[src/rtl/psg_bus_initiator_if.sv]
// Request/response handshake plus cartridge I/O bus between the PSG
// initiator and its environment (sequencer/test host on one side, slot on the other).
interface psg_bus_initiator_if;
    // Request / response handshake
    logic       REQ_VALID;
    logic       REQ_READY;
    logic       REQ_WRITE;
    logic [3:0] REQ_REG;
    logic [7:0] REQ_DATA;
    logic       RSP_VALID;
    logic [7:0] RSP_DATA;
    logic       RSP_ERR;

    // Cartridge I/O bus
    logic [7:0] BUS_ADDR;
    logic       BUS_IORQ_n;
    logic       BUS_WR_n;
    logic       BUS_RD_n;
    logic [7:0] BUS_DOUT;
    logic [7:0] BUS_DIN;
    logic       BUS_WAIT_n;

    // The initiator drives the bus and answers requests
    modport master (
        input  REQ_VALID, REQ_WRITE, REQ_REG, REQ_DATA, BUS_DIN, BUS_WAIT_n,
        output REQ_READY, RSP_VALID, RSP_DATA, RSP_ERR,
        output BUS_ADDR, BUS_IORQ_n, BUS_WR_n, BUS_RD_n, BUS_DOUT
    );

    // Host plus cartridge side
    modport slave (
        output REQ_VALID, REQ_WRITE, REQ_REG, REQ_DATA, BUS_DIN, BUS_WAIT_n,
        input  REQ_READY, RSP_VALID, RSP_DATA, RSP_ERR,
        input  BUS_ADDR, BUS_IORQ_n, BUS_WR_n, BUS_RD_n, BUS_DOUT
    );
endinterface

[src/rtl/psg_bus_initiator.sv]
// PSG register access initiator: each request becomes an address-latch
// write to IO_BASE_ADDR+0 followed by a data write (+1) or data read (+2).
// Strobes are stretched by WAIT_n and aborted after WAIT_TIMEOUT wait cycles.
// Every output comes straight from a register, computed from the next state.
module psg_bus_initiator #(
    parameter logic [7:0] IO_BASE_ADDR  = 8'hA0,
    parameter int         STROBE_CYCLES = 4,
    parameter int         GAP_CYCLES    = 1,
    parameter int         WAIT_TIMEOUT  = 255
) (
    input  logic                   CLK,
    input  logic                   RESET_n,
    psg_bus_initiator_if.master    bus
);

    localparam int CNT_MAX = (STROBE_CYCLES > GAP_CYCLES) ? STROBE_CYCLES : GAP_CYCLES;
    localparam int CNT_W   = $clog2(CNT_MAX + 1);
    localparam int WAIT_W  = $clog2(WAIT_TIMEOUT + 1);

    localparam logic [CNT_W-1:0]  STROBE_LOAD = CNT_W'(STROBE_CYCLES);
    localparam logic [CNT_W-1:0]  GAP_LOAD    = CNT_W'(GAP_CYCLES);
    localparam logic [CNT_W-1:0]  CNT_ONE     = CNT_W'(1);
    localparam logic [WAIT_W-1:0] WAIT_LAST   = WAIT_W'(WAIT_TIMEOUT - 1);
    localparam logic [WAIT_W-1:0] WAIT_ONE    = WAIT_W'(1);

    typedef enum logic [3:0] {
        IDLE, A_SETUP, A_STROBE, A_HOLD, GAP1, D_SETUP, D_STROBE, D_HOLD, GAP2
    } state_t;

    state_t            state_reg, state_next;
    logic [CNT_W-1:0]  cnt_reg, cnt_next;
    logic [WAIT_W-1:0] wait_cnt_reg, wait_cnt_next;
    logic              write_reg, write_next;
    logic [7:0]        data_reg, data_next;

    logic              ready_reg, ready_next;
    logic              rsp_valid_reg, rsp_valid_next;
    logic [7:0]        rsp_data_reg, rsp_data_next;
    logic              rsp_err_reg, rsp_err_next;
    logic [7:0]        addr_reg, addr_next;
    logic [7:0]        dout_reg, dout_next;
    logic              iorq_n_reg, iorq_n_next;
    logic              wr_n_reg, wr_n_next;
    logic              rd_n_reg, rd_n_next;

    // Data-phase address/data depend only on the captured direction
    logic [7:0] d_addr;
    logic [7:0] d_dout;
    assign d_addr = write_reg ? (IO_BASE_ADDR | 8'h01) : (IO_BASE_ADDR | 8'h02);
    assign d_dout = write_reg ? data_reg : 8'h00;

    // State, counters and registered outputs; reset drops strobes immediately
    always_ff @(posedge CLK or negedge RESET_n) begin
        if (!RESET_n) begin
            state_reg     <= IDLE;
            cnt_reg       <= '0;
            wait_cnt_reg  <= '0;
            write_reg     <= 1'b0;
            data_reg      <= 8'h00;
            ready_reg     <= 1'b1;
            rsp_valid_reg <= 1'b0;
            rsp_data_reg  <= 8'h00;
            rsp_err_reg   <= 1'b0;
            addr_reg      <= 8'h00;
            dout_reg      <= 8'h00;
            iorq_n_reg    <= 1'b1;
            wr_n_reg      <= 1'b1;
            rd_n_reg      <= 1'b1;
        end else begin
            state_reg     <= state_next;
            cnt_reg       <= cnt_next;
            wait_cnt_reg  <= wait_cnt_next;
            write_reg     <= write_next;
            data_reg      <= data_next;
            ready_reg     <= ready_next;
            rsp_valid_reg <= rsp_valid_next;
            rsp_data_reg  <= rsp_data_next;
            rsp_err_reg   <= rsp_err_next;
            addr_reg      <= addr_next;
            dout_reg      <= dout_next;
            iorq_n_reg    <= iorq_n_next;
            wr_n_reg      <= wr_n_next;
            rd_n_reg      <= rd_n_next;
        end
    end

    // Next-state sequencing, then output values decoded from the next state
    always_comb begin
        state_next     = state_reg;
        cnt_next       = cnt_reg;
        wait_cnt_next  = wait_cnt_reg;
        write_next     = write_reg;
        data_next      = data_reg;
        addr_next      = addr_reg;
        dout_next      = dout_reg;
        rsp_valid_next = 1'b0;
        rsp_data_next  = 8'h00;
        rsp_err_next   = 1'b0;

        case (state_reg)
            IDLE: begin
                if (bus.REQ_VALID && ready_reg) begin
                    write_next = bus.REQ_WRITE;
                    data_next  = bus.REQ_DATA;
                    addr_next  = IO_BASE_ADDR;
                    dout_next  = {4'h0, bus.REQ_REG};
                    state_next = A_SETUP;
                end
            end
            A_SETUP: begin
                state_next    = A_STROBE;
                cnt_next      = STROBE_LOAD;
                wait_cnt_next = '0;
            end
            A_STROBE, D_STROBE: begin
                if (bus.BUS_WAIT_n) begin
                    if (cnt_reg == CNT_ONE) begin
                        if (state_reg == A_STROBE) begin
                            state_next = A_HOLD;
                        end else begin
                            // Last strobe cycle: read data is taken here
                            state_next     = D_HOLD;
                            rsp_valid_next = 1'b1;
                            rsp_data_next  = write_reg ? 8'h00 : bus.BUS_DIN;
                        end
                    end else begin
                        cnt_next = cnt_reg - CNT_ONE;
                    end
                end else if (wait_cnt_reg == WAIT_LAST) begin
                    // Cartridge held WAIT too long: abort straight to the response
                    state_next     = D_HOLD;
                    rsp_valid_next = 1'b1;
                    rsp_err_next   = 1'b1;
                end else begin
                    wait_cnt_next = wait_cnt_reg + WAIT_ONE;
                end
            end
            A_HOLD: begin
                if (GAP_CYCLES == 0) begin
                    state_next = D_SETUP;
                    addr_next  = d_addr;
                    dout_next  = d_dout;
                end else begin
                    state_next = GAP1;
                    cnt_next   = GAP_LOAD;
                end
            end
            GAP1: begin
                if (cnt_reg == CNT_ONE) begin
                    state_next = D_SETUP;
                    addr_next  = d_addr;
                    dout_next  = d_dout;
                end else begin
                    cnt_next = cnt_reg - CNT_ONE;
                end
            end
            D_SETUP: begin
                state_next    = D_STROBE;
                cnt_next      = STROBE_LOAD;
                wait_cnt_next = '0;
            end
            D_HOLD: begin
                if (GAP_CYCLES == 0) begin
                    state_next = IDLE;
                end else begin
                    state_next = GAP2;
                    cnt_next   = GAP_LOAD;
                end
            end
            GAP2: begin
                if (cnt_reg == CNT_ONE) begin
                    state_next = IDLE;
                end else begin
                    cnt_next = cnt_reg - CNT_ONE;
                end
            end
            default: begin
                state_next = IDLE;
            end
        endcase

        // Strobes only in the strobe states; WR and RD are mutually exclusive
        ready_next  = (state_next == IDLE);
        iorq_n_next = !((state_next == A_STROBE) || (state_next == D_STROBE));
        wr_n_next   = !((state_next == A_STROBE) || ((state_next == D_STROBE) && write_next));
        rd_n_next   = !((state_next == D_STROBE) && !write_next);
    end

    assign bus.REQ_READY  = ready_reg;
    assign bus.RSP_VALID  = rsp_valid_reg;
    assign bus.RSP_DATA   = rsp_data_reg;
    assign bus.RSP_ERR    = rsp_err_reg;
    assign bus.BUS_ADDR   = addr_reg;
    assign bus.BUS_DOUT   = dout_reg;
    assign bus.BUS_IORQ_n = iorq_n_reg;
    assign bus.BUS_WR_n   = wr_n_reg;
    assign bus.BUS_RD_n   = rd_n_reg;

endmodule

[src/flat_wrapper.sv]
// flat-port wrapper written by rule: the top's interface ports become plain ports
module psg_bus_initiator_flat 
#(
    parameter logic [7:0] IO_BASE_ADDR  = 8'hA0,
    parameter int         STROBE_CYCLES = 4,
    parameter int         GAP_CYCLES    = 1,
    parameter int         WAIT_TIMEOUT  = 255
)
  (CLK, RESET_n, bus_REQ_VALID, bus_REQ_WRITE, bus_REQ_REG, bus_REQ_DATA, bus_BUS_DIN, bus_BUS_WAIT_n, bus_REQ_READY, bus_RSP_VALID, bus_RSP_DATA, bus_RSP_ERR, bus_BUS_ADDR, bus_BUS_IORQ_n, bus_BUS_WR_n, bus_BUS_RD_n, bus_BUS_DOUT);
  psg_bus_initiator_if bus_i ();
  input  logic CLK;
  input  logic RESET_n;
  input wire logic [$bits(bus_i.REQ_VALID)-1:0] bus_REQ_VALID;
  input wire logic [$bits(bus_i.REQ_WRITE)-1:0] bus_REQ_WRITE;
  input wire logic [$bits(bus_i.REQ_REG)-1:0] bus_REQ_REG;
  input wire logic [$bits(bus_i.REQ_DATA)-1:0] bus_REQ_DATA;
  input wire logic [$bits(bus_i.BUS_DIN)-1:0] bus_BUS_DIN;
  input wire logic [$bits(bus_i.BUS_WAIT_n)-1:0] bus_BUS_WAIT_n;
  output wire logic [$bits(bus_i.REQ_READY)-1:0] bus_REQ_READY;
  output wire logic [$bits(bus_i.RSP_VALID)-1:0] bus_RSP_VALID;
  output wire logic [$bits(bus_i.RSP_DATA)-1:0] bus_RSP_DATA;
  output wire logic [$bits(bus_i.RSP_ERR)-1:0] bus_RSP_ERR;
  output wire logic [$bits(bus_i.BUS_ADDR)-1:0] bus_BUS_ADDR;
  output wire logic [$bits(bus_i.BUS_IORQ_n)-1:0] bus_BUS_IORQ_n;
  output wire logic [$bits(bus_i.BUS_WR_n)-1:0] bus_BUS_WR_n;
  output wire logic [$bits(bus_i.BUS_RD_n)-1:0] bus_BUS_RD_n;
  output wire logic [$bits(bus_i.BUS_DOUT)-1:0] bus_BUS_DOUT;
  assign bus_i.REQ_VALID = bus_REQ_VALID;
  assign bus_i.REQ_WRITE = bus_REQ_WRITE;
  assign bus_i.REQ_REG = bus_REQ_REG;
  assign bus_i.REQ_DATA = bus_REQ_DATA;
  assign bus_i.BUS_DIN = bus_BUS_DIN;
  assign bus_i.BUS_WAIT_n = bus_BUS_WAIT_n;
  assign bus_REQ_READY = bus_i.REQ_READY;
  assign bus_RSP_VALID = bus_i.RSP_VALID;
  assign bus_RSP_DATA = bus_i.RSP_DATA;
  assign bus_RSP_ERR = bus_i.RSP_ERR;
  assign bus_BUS_ADDR = bus_i.BUS_ADDR;
  assign bus_BUS_IORQ_n = bus_i.BUS_IORQ_n;
  assign bus_BUS_WR_n = bus_i.BUS_WR_n;
  assign bus_BUS_RD_n = bus_i.BUS_RD_n;
  assign bus_BUS_DOUT = bus_i.BUS_DOUT;
  psg_bus_initiator #(.IO_BASE_ADDR(IO_BASE_ADDR), .STROBE_CYCLES(STROBE_CYCLES), .GAP_CYCLES(GAP_CYCLES), .WAIT_TIMEOUT(WAIT_TIMEOUT)) u_core (.CLK(CLK), .RESET_n(RESET_n), .bus(bus_i));
endmodule
[config.mk]
export PLATFORM = sky130hd
export DESIGN_NAME = psg_bus_initiator_flat
export DESIGN_NICKNAME = d
export VERILOG_FILES = /design/src/rtl/psg_bus_initiator_if.sv /design/src/rtl/psg_bus_initiator.sv /design/src/flat_wrapper.sv
export SDC_FILE = /design/constraint.sdc
export NUM_CORES = 1
export LEC_CHECK = 0
export CELL_PAD_IN_SITES_DETAIL_PLACEMENT = 0
export CELL_PAD_IN_SITES_GLOBAL_PLACEMENT = 1
export CORE_AREA = 4 4 86 88
export CTS_CLUSTER_SIZE = 16
export DETAILED_ROUTE_END_ITERATION = 7
export DIE_AREA = 0 0 90 92
export GPL_ROUTABILITY_DRIVEN = 0
export PLACE_DENSITY = 0.85
export SLEW_MARGIN = 5
export SYNTH_ARGS = -nofsm -noshare
export SYNTH_HDL_FRONTEND = slang
export SYNTH_SLANG_ARGS = --single-unit
[constraint.sdc]
create_clock -name CLK -period 1.69 [get_ports CLK]
set_input_delay 0.338 -clock CLK [delete_from_list [all_inputs] [get_ports CLK]]
set_output_delay 0.338 -clock CLK [all_outputs]
set_load 0.005 [all_outputs]
==> run metrics <==
HPWL Detailed=about 3.7 mm; vias in the first global route=around 1700; core area=0.00664 sq mm; Max Cap Viol=0; Avg WL per Cell=14.0 um; setup tns final=0 ps; DR vias=1707; crit path DAT=between 1500 and 2000 ps; top post-synthesis cells by area=dfrtp_1, dfstp_2, mux2_2; Die Height=92 um; Syn Std Cell Area=around 0.0022 sq mm; Setup-failing EPs final=0; cells after synthesis=~200; post-synth cell types=between 40 and 50; most frequent cells in the layout=clkdlybuf4s50_1, dfrtp_1, buf_4; cell taking the most area after synthesis=dfrtp_1; critical path fanouts, max=8; die area=0.00828 sq mm; CTS Buffer Depth=2; initial antenna violation count=0; largest net degree at the start of global routing=48; layout cell share with drive strength beyond 1=20.0%; CTS tree=built; FP Rows=30; Synth warnings=0; Final Worst Setup Slack=67.0 ps; crit start category=register; final WL=approximately 5.0 mm; design area=just over 0.003 sq mm; area post-placement=slightly below 0.003 sq mm; layout net count=roughly 300; Seq/Total Area, Yosys=55.8%; ANT cells=0; Pre-antenna DRT Iters=4; PD cells=1460 mW/mm^2; final slew viol count=0; P_leak=0.00142 uW; worst setup path category=reg2reg; Min Clock Period, post-route=1620 ps; clock sinks=49; most common cell after layout, fill and taps aside=clkdlybuf4s50_1; initial DRC count=73; Avg Vias per Cell=4.81; GRT Util Overall=11.8%; post-synth top area share=about 51%; Setup Skew=9.85 ps; Root Buffer=clkbuf_8; grt total ovfl=0; syn_area_per_cell=11.3 sq um; die width=90 um; WP data required=around 1900 ps; total CTS buffers=5; Reg clk slew, reported paths=~90 ps; Top FF cell, synth=dfrtp_1; Fmax=~0.6 GHz; Hold Path Class=in2async; Initial Util=33.2%; status=finished clean; post-route ant nets=0; Final Core Density=between 40 and 50%; ys async rst share=100%; Final Hold Fails=0; CP Capture Type=register; H-tree depth=2; number of I/O pins=55; worst vdd ir=between 0.0006 and 0.0007 V; Final Cycle Share=96.0%; synthesis-to-layout area growth=39.9%; register bit total from synthesis=49; IO Port Bufs=50; DRC violation count after routing=0; number of synthesized flops with an enable pin=0; first-pass GRT wire length=7.94 mm; Clock Latency Late Sink=around 300 ps; DP Worst Slack=-240 ps
==> stage by stage <==
step	hold WS, ps	cells	total power [uW]
2_1_floorplan	42.4	199	2850
4_1_cts	415	349	4420
3_3_place_gp	146	340	3670
6_report	446	355	4500
5_1_grt	442	355	4850
3_5_place_dp	151	340	3730
==> cell usage after synthesis (2+ instances only) <==
| master | n |
|---|---|
| or4_1 | 2 |
| ha_1 | 4 |
| a21o_1 | 2 |
| buf_2 | 3 |
| mux2_2 | 8 |
| o211ai_1 | 2 |
| clkbuf_1 | 2 |
| nand3_1 | 2 |
| dfrtp_1 | 45 |
| dfstp_2 | 4 |
| and3_1 | 9 |
| o21ai_0 | 12 |
| nand4_1 | 3 |
| a21boi_0 | 3 |
| a22o_1 | 4 |
| inv_1 | 6 |
| a21oi_1 | 9 |
| xor2_1 | 4 |
| buf_4 | 6 |
| and3b_1 | 2 |
| a311oi_1 | 2 |
| nor2_1 | 8 |
| nand2b_1 | 5 |
| nor2b_1 | 2 |
| nor3_1 | 4 |
| a211oi_1 | 3 |
| and2_1 | 10 |
| nand2_1 | 13 |
| mux2i_1 | 3 |
==> final cells by class <==
type                            instances  area [sq um]
Multi-Input combinational cell        133           908
Clock inverter                          2          15.0
Sequential cell                        49          1230
Inverter                                6          22.5
Tap cell                               80           100
Fill cell                             610          3560
Timing Repair Buffer                   79           733
Clock buffer                            6          72.6
==> metal layers <==
metal  GRT usage (%)  wire [um]  part of all wire [%]  vias to the layer above
met1            15.9       2360                    48                      825
li1                -          -                     -                      838
met2            18.8       2360                    48                       39
met3            3.12        217                   4.4                        5
met4            3.44         24                  0.48                        0
met5               0          0                     0                        -
==> final timing paths <==
path	start	cells after the start	slack [ps]	end
worst max-delay path	u_core.state_reg[0]	5	70	u_core.cnt_reg[0]
worst min-delay path	RESET_n	2	450	u_core.bus.RSP_DATA[1]
worst max register to register	u_core.state_reg[0]	5	70	u_core.cnt_reg[0]
worst min register to register	u_core.data_reg[5]	1	490	u_core.bus.BUS_DOUT[5]
max in group asynchronous	RESET_n	3	740	u_core.bus.BUS_WR_n
min in group CLK	u_core.data_reg[5]	1	490	u_core.bus.BUS_DOUT[5]
==> worst max-delay path, cell delays in order (launching register included) <==
cell      delay [ps]
dfrtp_2          480
nand2b_1         190
o211ai_1         360
buf_4            190
a211oi_1          80
a311oi_1         240
==> report_power, final <==
group | leakage (uW) | total [uW] | internal, uW | switching, uW
combinational | 0.000763 | 1960 | 1090 | 864
sequential | 0.000624 | 1870 | 1580 | 298
clock | 0.0000374 | 671 | 292 | 379
total | 0.00142 | 4500 | 2960 | 1540
==> what timing repair did <==
action / in CTS / in global routing
buffers inserted: 0 / 6
hold buffers: 1 / 0
endpoints found under the setup margin: 5 / 32
pin swaps: 0 / 2
gates cloned: 0 / 0
endpoints found under the hold margin: 2 / 0
resized for setup: 3 / 8
==> cell families (layout without fill, tap and decap cells) <==
kind of cell / after synthesis / after routing / share of synthesized area [%]
compound gates: 41 / 41 / 11.9
xor+xnor: 5 / 5 / 1.98
fa+ha+maj: 4 / 4 / 2.27
buf+inv: 17 / 93 / 4.08
flops: 49 / 49 / 55.8
mux: 11 / 11 / 5.44
other cells: 1 / 4 / 0.170
simple gates: 68 / 68 / 18.4
No activity file was read; power rests on OpenSTA's default activity.
